[src/rtl/alu_share_arbiter_if.sv]
// alu_share_arbiter_if: request, ALU and response bundle for the shared-ALU arbiter
interface alu_share_arbiter_if #(
    parameter int W    = 4,
    parameter int OPW  = 2,
    parameter int CNTW = 8
);
    logic            req0_valid;
    logic            req0_ready;
    logic [W-1:0]    req0_a;
    logic [W-1:0]    req0_b;
    logic [OPW-1:0]  req0_op;
    logic            req1_valid;
    logic            req1_ready;
    logic [W-1:0]    req1_a;
    logic [W-1:0]    req1_b;
    logic [OPW-1:0]  req1_op;
    logic [W-1:0]    alu_inA;
    logic [W-1:0]    alu_inB;
    logic [OPW-1:0]  alu_op;
    logic [W-1:0]    alu_ans;
    logic            resp_valid;
    logic            resp_ready;
    logic [W-1:0]    resp_ans;
    logic            resp_id;
    logic            busy;
    logic [CNTW-1:0] op_count;

    modport slave (
        input  req0_valid, req0_a, req0_b, req0_op,
        input  req1_valid, req1_a, req1_b, req1_op,
        input  alu_ans, resp_ready,
        output req0_ready, req1_ready,
        output alu_inA, alu_inB, alu_op,
        output resp_valid, resp_ans, resp_id, busy, op_count
    );

    modport master (
        output req0_valid, req0_a, req0_b, req0_op,
        output req1_valid, req1_a, req1_b, req1_op,
        output alu_ans, resp_ready,
        input  req0_ready, req1_ready,
        input  alu_inA, alu_inB, alu_op,
        input  resp_valid, resp_ans, resp_id, busy, op_count
    );
endinterface

[src/rtl/alu_share_arbiter.sv]
// alu_share_arbiter: round-robin sharing of one combinational ALU between two requesters
module alu_share_arbiter #(
    parameter int W    = 4,
    parameter int OPW  = 2,
    parameter int CNTW = 8
) (
    input logic                clk,
    input logic                rst_n,
    alu_share_arbiter_if.slave bus
);
    typedef enum logic [1:0] {IDLE, EXEC, RESP} state_t;

    state_t          state_q;
    logic            rr_q;
    logic            id_q;
    logic [W-1:0]    ina_q;
    logic [W-1:0]    inb_q;
    logic [OPW-1:0]  op_q;
    logic [W-1:0]    ans_q;
    logic [CNTW-1:0] cnt_q;
    logic            any_d;
    logic            grant_d;
    logic            accept_d;

    // Preferred requester wins when valid, otherwise the other one; ready is gated by reset
    always_comb begin
        any_d    = bus.req0_valid | bus.req1_valid;
        grant_d  = rr_q ? bus.req1_valid : ~bus.req0_valid;
        accept_d = rst_n & (state_q == IDLE) & any_d;
    end

    assign bus.req0_ready = accept_d & ~grant_d;
    assign bus.req1_ready = accept_d & grant_d;
    assign bus.alu_inA    = ina_q;
    assign bus.alu_inB    = inb_q;
    assign bus.alu_op     = op_q;
    assign bus.resp_ans   = ans_q;
    assign bus.resp_id    = id_q;
    assign bus.resp_valid = state_q == RESP;
    assign bus.busy       = state_q != IDLE;
    assign bus.op_count   = cnt_q;

    // Accept -> one ALU cycle -> hold result until taken; pointer moves only on completion
    always_ff @(posedge clk or negedge rst_n) begin
        if (!rst_n) begin
            state_q <= IDLE;
            rr_q    <= 1'b0;
            id_q    <= 1'b0;
            ina_q   <= '0;
            inb_q   <= '0;
            op_q    <= '0;
            ans_q   <= '0;
            cnt_q   <= '0;
        end else begin
            case (state_q)
                IDLE: if (any_d) begin
                    ina_q   <= grant_d ? bus.req1_a : bus.req0_a;
                    inb_q   <= grant_d ? bus.req1_b : bus.req0_b;
                    op_q    <= grant_d ? bus.req1_op : bus.req0_op;
                    id_q    <= grant_d;
                    state_q <= EXEC;
                end
                EXEC: begin
                    ans_q   <= bus.alu_ans;
                    state_q <= RESP;
                end
                RESP: if (bus.resp_ready) begin
                    rr_q    <= ~id_q;
                    cnt_q   <= cnt_q + CNTW'(1);
                    state_q <= IDLE;
                end
                default: state_q <= IDLE;
            endcase
        end
    end
endmodule

[src/flat_wrapper.sv]
// flat-port wrapper written by rule: the top's interface ports become plain ports
module alu_share_arbiter_flat 
#(
    parameter int W    = 4,
    parameter int OPW  = 2,
    parameter int CNTW = 8
)
  (clk, rst_n, bus_req0_valid, bus_req0_a, bus_req0_b, bus_req0_op, bus_req1_valid, bus_req1_a, bus_req1_b, bus_req1_op, bus_alu_ans, bus_resp_ready, bus_req0_ready, bus_req1_ready, bus_alu_inA, bus_alu_inB, bus_alu_op, bus_resp_valid, bus_resp_ans, bus_resp_id, bus_busy, bus_op_count);
  alu_share_arbiter_if #(.W(W), .OPW(OPW), .CNTW(CNTW)) bus_i ();
  input logic clk;
  input logic rst_n;
  input wire logic [$bits(bus_i.req0_valid)-1:0] bus_req0_valid;
  input wire logic [$bits(bus_i.req0_a)-1:0] bus_req0_a;
  input wire logic [$bits(bus_i.req0_b)-1:0] bus_req0_b;
  input wire logic [$bits(bus_i.req0_op)-1:0] bus_req0_op;
  input wire logic [$bits(bus_i.req1_valid)-1:0] bus_req1_valid;
  input wire logic [$bits(bus_i.req1_a)-1:0] bus_req1_a;
  input wire logic [$bits(bus_i.req1_b)-1:0] bus_req1_b;
  input wire logic [$bits(bus_i.req1_op)-1:0] bus_req1_op;
  input wire logic [$bits(bus_i.alu_ans)-1:0] bus_alu_ans;
  input wire logic [$bits(bus_i.resp_ready)-1:0] bus_resp_ready;
  output wire logic [$bits(bus_i.req0_ready)-1:0] bus_req0_ready;
  output wire logic [$bits(bus_i.req1_ready)-1:0] bus_req1_ready;
  output wire logic [$bits(bus_i.alu_inA)-1:0] bus_alu_inA;
  output wire logic [$bits(bus_i.alu_inB)-1:0] bus_alu_inB;
  output wire logic [$bits(bus_i.alu_op)-1:0] bus_alu_op;
  output wire logic [$bits(bus_i.resp_valid)-1:0] bus_resp_valid;
  output wire logic [$bits(bus_i.resp_ans)-1:0] bus_resp_ans;
  output wire logic [$bits(bus_i.resp_id)-1:0] bus_resp_id;
  output wire logic [$bits(bus_i.busy)-1:0] bus_busy;
  output wire logic [$bits(bus_i.op_count)-1:0] bus_op_count;
  assign bus_i.req0_valid = bus_req0_valid;
  assign bus_i.req0_a = bus_req0_a;
  assign bus_i.req0_b = bus_req0_b;
  assign bus_i.req0_op = bus_req0_op;
  assign bus_i.req1_valid = bus_req1_valid;
  assign bus_i.req1_a = bus_req1_a;
  assign bus_i.req1_b = bus_req1_b;
  assign bus_i.req1_op = bus_req1_op;
  assign bus_i.alu_ans = bus_alu_ans;
  assign bus_i.resp_ready = bus_resp_ready;
  assign bus_req0_ready = bus_i.req0_ready;
  assign bus_req1_ready = bus_i.req1_ready;
  assign bus_alu_inA = bus_i.alu_inA;
  assign bus_alu_inB = bus_i.alu_inB;
  assign bus_alu_op = bus_i.alu_op;
  assign bus_resp_valid = bus_i.resp_valid;
  assign bus_resp_ans = bus_i.resp_ans;
  assign bus_resp_id = bus_i.resp_id;
  assign bus_busy = bus_i.busy;
  assign bus_op_count = bus_i.op_count;
  alu_share_arbiter #(.W(W), .OPW(OPW), .CNTW(CNTW)) u_core (.clk(clk), .rst_n(rst_n), .bus(bus_i));
endmodule
[config.mk]
export PLATFORM = sky130hd
export DESIGN_NAME = alu_share_arbiter_flat
export DESIGN_NICKNAME = d
export VERILOG_FILES = /design/src/rtl/alu_share_arbiter_if.sv /design/src/rtl/alu_share_arbiter.sv /design/src/flat_wrapper.sv
export SDC_FILE = /design/constraint.sdc
export NUM_CORES = 1
export LEC_CHECK = 0
export CAP_MARGIN = 20
export CORE_ASPECT_RATIO = 1.5
export CORE_MARGIN = 1.5
export CORE_UTILIZATION = 41
export CTS_CLUSTER_SIZE = 20
export DETAILED_ROUTE_END_ITERATION = 12
export GPL_TIMING_DRIVEN = 1
export HOLD_SLACK_MARGIN = 0.1
export PLACE_DENSITY = 0.83
export REMOVE_ABC_BUFFERS = 1
export SLEW_MARGIN = 0
export SYNTH_ARGS = -nofsm -noshare
export SYNTH_HDL_FRONTEND = slang
export SYNTH_SLANG_ARGS = --single-unit
[constraint.sdc]
create_clock -name clk -period 1.3 [get_ports clk]
set_input_delay 0.26 -clock clk [delete_from_list [all_inputs] [get_ports clk]]
set_output_delay 0.26 -clock clk [all_outputs]
set_load 0.05 [all_outputs]
# After elaboration in Yosys (flattened, before gate mapping)
# Cells that the tools add are included.
# totals
inputBits	29
out_inout_bits	27
elab_cells	33
register_bits	26
# classes
n_mux	7
n_eq_ne	4
bitwise_logic	8
n_reduce_logical	5
n_addsub	1
# ops
cell	n
$add A8 B1 Y8 const B	1
$mux W4	2
$mux W2	3
$pmux W2 S3	1
$reduce_and A2 Y1	3
$and A1 B1 Y1	4
$not A1 Y1	3
$eq A2 B1 Y1 const B	1
$eq A2 B2 Y1 const B	1
$logic_not A2 Y1	1
$ne A2 B1 Y1 const B	1
$ne A2 B2 Y1 const B	1
$reduce_bool A2 Y1	1
$mux W1	1
$or A1 B1 Y1	1

# Longest topological paths before layout
# logic_depth
depth_word	4
mapped_depth	4
mapped_depth_nobuf	3

# Least setup slack after synthesis
# OpenSTA, ideal clock, no wires.
# synth_timing
kind	register to output
start	reg u_core.state_q[1]
end	out bus_req1_ready
required_time_ns	1.040
path_stages_with_launch	5
slack_ns	-0.582
arrival_time_ns	1.622
n_path_buf	1
path_cell_list	dfrtp_1 -> nor2_2 -> buf_4 -> nand3_1 -> a21oi_1
# synth_via
elab_chain_cells	4
# synth_rtl
item	line	rtl
from (decl)	alu_share_arbiter.sv:13	state_t state_q;
from (signal assigned)	alu_share_arbiter.sv:46	state_q <= IDLE;
from (signal assigned)	alu_share_arbiter.sv:61	state_q <= EXEC;
from (signal assigned)	alu_share_arbiter.sv:65	state_q <= RESP;
$logic_not A2 Y1	alu_share_arbiter.sv:29	accept_d = rst_n & (state_q == IDLE) & any_d;
$and A1 B1 Y1 (2 in series)	alu_share_arbiter.sv:29	
$and A1 B1 Y1	alu_share_arbiter.sv:33	assign bus.req1_ready = accept_d & grant_d;
to (decl)	flat_wrapper.sv:23	output wire logic [$bits(bus_i.req1_ready)-1:0] bus_req1_ready;
# Every way passes these cells.

# Final worst setup path
# layout_timing
start	reg u_core.rr_q
end	out bus_req0_ready
# layout_via
elab_chain_cells	3
# layout_rtl
item	line	rtl
from (decl)	alu_share_arbiter.sv:14	logic rr_q;
from (signal assigned)	alu_share_arbiter.sv:68	rr_q <= ~id_q;
$mux W1	alu_share_arbiter.sv:28	grant_d = rr_q ? bus.req1_valid : ~bus.req0_valid;
$not A1 Y1	alu_share_arbiter.sv:32	assign bus.req0_ready = accept_d & ~grant_d;
$and A1 B1 Y1	alu_share_arbiter.sv:32	
to (decl)	flat_wrapper.sv:22	output wire logic [$bits(bus_i.req0_ready)-1:0] bus_req0_ready;
# Every way passes these cells.

==> metrics <==
run status=finished, violations left; failing checks=setup timing; CP max FO=5; GR met1 Demand/Resource=22.7%; post-synthesis sequential area ratio=52.9%; Pre-antenna DRT Iters=4; grt total ovfl=0; crit path buf inv count=1; critical path arrival=1.32 ns; met2 Track Usage GR=approximately two fifths; CTS tree=built; synthesized area=1230 µm²; dpl hpwl=around 2700 µm; Area after DPL=between 2000 and 2500 µm²; initial drt markers=25; worst r2r path cells=3; area grow syn2layout=89.0%; first-pass GRT wire length=5530 µm; initial antenna violation count=0; max-cap viol count=0; R2R Path End=u_core.bus.alu_inA[3]$_DFFE_PN0P_; PwrDens=2820 nW/µm²; CTS clk-pin slew, worst paths=0.09 ns; FF+latch count, synth=26; die area=3340 µm²; CP required=between 1 and 1.5 ns; critical path's slowest cell=dfrtp_2; RR Startpoint=u_core.rr_q$_DFFE_PN0P_; Final Skew=0.00193 ns; Initial Util=42.7%; Skew-Pair Late Insertion Delay=between 0.2 and 0.3 ns; Setup Crit Path Kind=reg2out; min Tclk post-route=1.58 ns; Post-synth ARST share=100%; Final Hold Vio Count=0; DRT antenna net count=0; final RePlAce weighted congestion=0.820; f_max=632 MHz; drt via density=roughly 5.4; vias in the first global route=1269; CTS root buf=clkbuf_8; largest net degree at the start of global routing=27; crit end category=primary output; Main synth FF type=dfrtp_1; Mapped Avg Cell Area=10.4 µm²; die height=roughly 70 µm; Vias=1225; Design Area, Final=2320 µm²; PnR worst setup slack=-0.282 ns; Rows=24; met3 Usage GRT=7.49%; Rel. slew slack=64.0%; HP Class=in2async; Slowest Stage Delay on Critical Path=0.46 ns; Post-Syn Instances=roughly 120; GRT Max-Usage Layer=met2; Crit path max-delay family=flip-flops; Max Slew Vio Count=0; flop2flop setup slack=-0.17 ns; total CTS buffers=3; GRT Total Usage=22.9%; YS warnings=0; chip width=47.7 µm; Fillers=169; CTS Sinks=26; Yosys cell types=28; # IOs=56; total core area=2880 µm²; final layout net count=around 220; Post-route DRC=0; number of synthesized flops with an enable pin=0; worst-case clock buffer depth=2; critical path cell sequence=or2_4 > nand2_2 > nor2_2 > buf_12; Leak=0.00105 µW; Routed WL per cell=16.7 µm; most frequent cells in the layout=26 x clkdlybuf4s50_1, 26 x buf_12, 25 x dfrtp_1; H-tree lvl count=1; RSZ-0062 raised after global routing=yes; Slew @ Worst Pin=0.538 ns; Routed WL=roughly 3800 µm; antenna cells=0; layout cells sized above 1=approximately a third; Peak supply drop=2.64 mV; I/O Buffers=55; Startpoint Class=flop; fin crit share=122%; Final setup viols=15; total negative slack=-1.74 ns
-- how the worst max path moves through the flow --
| stage | start | endpoint | cells after the start |
|---|---|---|---|
| 3_5_place_dp | bus_req0_valid | bus_req1_ready | 5 |
| 4_1_cts | u_core.state_q[1]$_DFFE_PN0P_ | bus_req0_ready | 4 |
| 2_1_floorplan | u_core.state_q[1]$_DFFE_PN0P_ | bus_req1_ready | 3 |
| 3_3_place_gp | bus_req1_valid | bus_req1_ready | 5 |
| 5_1_grt | u_core.rr_q$_DFFE_PN0P_ | bus_req0_ready | 4 |
| 6_report | u_core.rr_q$_DFFE_PN0P_ | bus_req0_ready | 4 |
-- synthesized netlist by cell type, types with 2 or more instances --
| cell | number | area share (%) |
|---|---|---|
| a21oi_1 | 11 | 4.5 |
| nand4_1 | 3 | 1.5 |
| nor2_1 | 3 | 0.92 |
| nor3_2 | 2 | 1.6 |
| nand3_1 | 12 | 4.9 |
| nand2_1 | 8 | 2.4 |
| mux2_1 | 4 | 3.7 |
| dfrtp_1 | 26 | 53 |
| nand2b_1 | 2 | 1.0 |
| o21ai_1 | 3 | 1.2 |
| buf_2 | 4 | 1.6 |
| o21ai_0 | 9 | 3.7 |
| xor2_1 | 3 | 2.1 |
| a31oi_1 | 10 | 5.1 |
| or2_1 | 2 | 1.0 |
| xnor2_1 | 4 | 2.8 |
-- where the power goes --
| part | total, µW | switching, µW | leakage, µW | internal, µW |
|---|---|---|---|---|
| sequential | 1610 | 454 | 0.000312 | 1160 |
| clock | 669 | 257 | 0.0000357 | 412 |
| combinational | 4280 | 2230 | 0.000698 | 2050 |
| total | 6560 | 2940 | 0.00105 | 3620 |
-- per-stage QoR --
| step | util, % | setup WS, ns | hold slack (ns) | total power (µW) | std cells |
|---|---|---|---|---|---|
| global placement | 74.2 | -0.332 | 0.520 | 5380 | 218 |
| floorplan | - | -0.653 | -0.0356 | 3400 | 112 |
| finish | 80.6 | -0.282 | 0.483 | 6560 | 227 |
| global route | 80.6 | -0.308 | 0.521 | 6840 | 227 |
| CTS | 77.8 | -0.255 | 0.458 | 6240 | 223 |
| detailed placement | 74.2 | -0.405 | 0.522 | 5500 | 218 |
-- area by class of cell --
cell class / count / area [µm²] / area share [%]
clock inverter: 1 / 30.0 / 1.29
timing repair buffer: 72 / 945 / 40.6
sequential: 26 / 652 / 28.0
inverter: 2 / 7.51 / 0.323
multi-input combinational: 84 / 601 / 25.8
tap: 39 / 48.8 / 2.10
clock buffer: 3 / 41.3 / 1.78
-- per-layer routing --
metal | wire [µm] | vias to the layer above
met5 | 0 | -
met3 | 222 | 10
met4 | 110 | 0
met2 | 2170 | 61
met1 | 1280 | 593
li1 | - | 561
-- flip-flops by register name, indices dropped and copies added, names as in the netlist --
register / flops
u_core.state_q: 2
u_core.rr_q: 1
u_core.bus.resp_id: 1
u_core.bus.op_count: 8
u_core.bus.alu_inB: 4
u_core.bus.alu_inA: 4
u_core.bus.alu_op: 2
u_core.bus.resp_ans: 4
-- timing repair --
item,in CTS,in global routing
buffers inserted,1,4
pin swaps,2,7
gates resized for setup,10,12
hold buffers,0,0
setup endpoints to repair,15,20
-- logic make-up after synthesis --
logic type	after synthesis	synth area share (%)
mux	5	4.88
flops	26	52.9
xor+xnor	7	4.98
simple gates	38	18.0
fa+ha+maj	1	1.02
compound gates	33	14.4
buf+inv	8	3.76
Power figures use the tool's default switching activity.
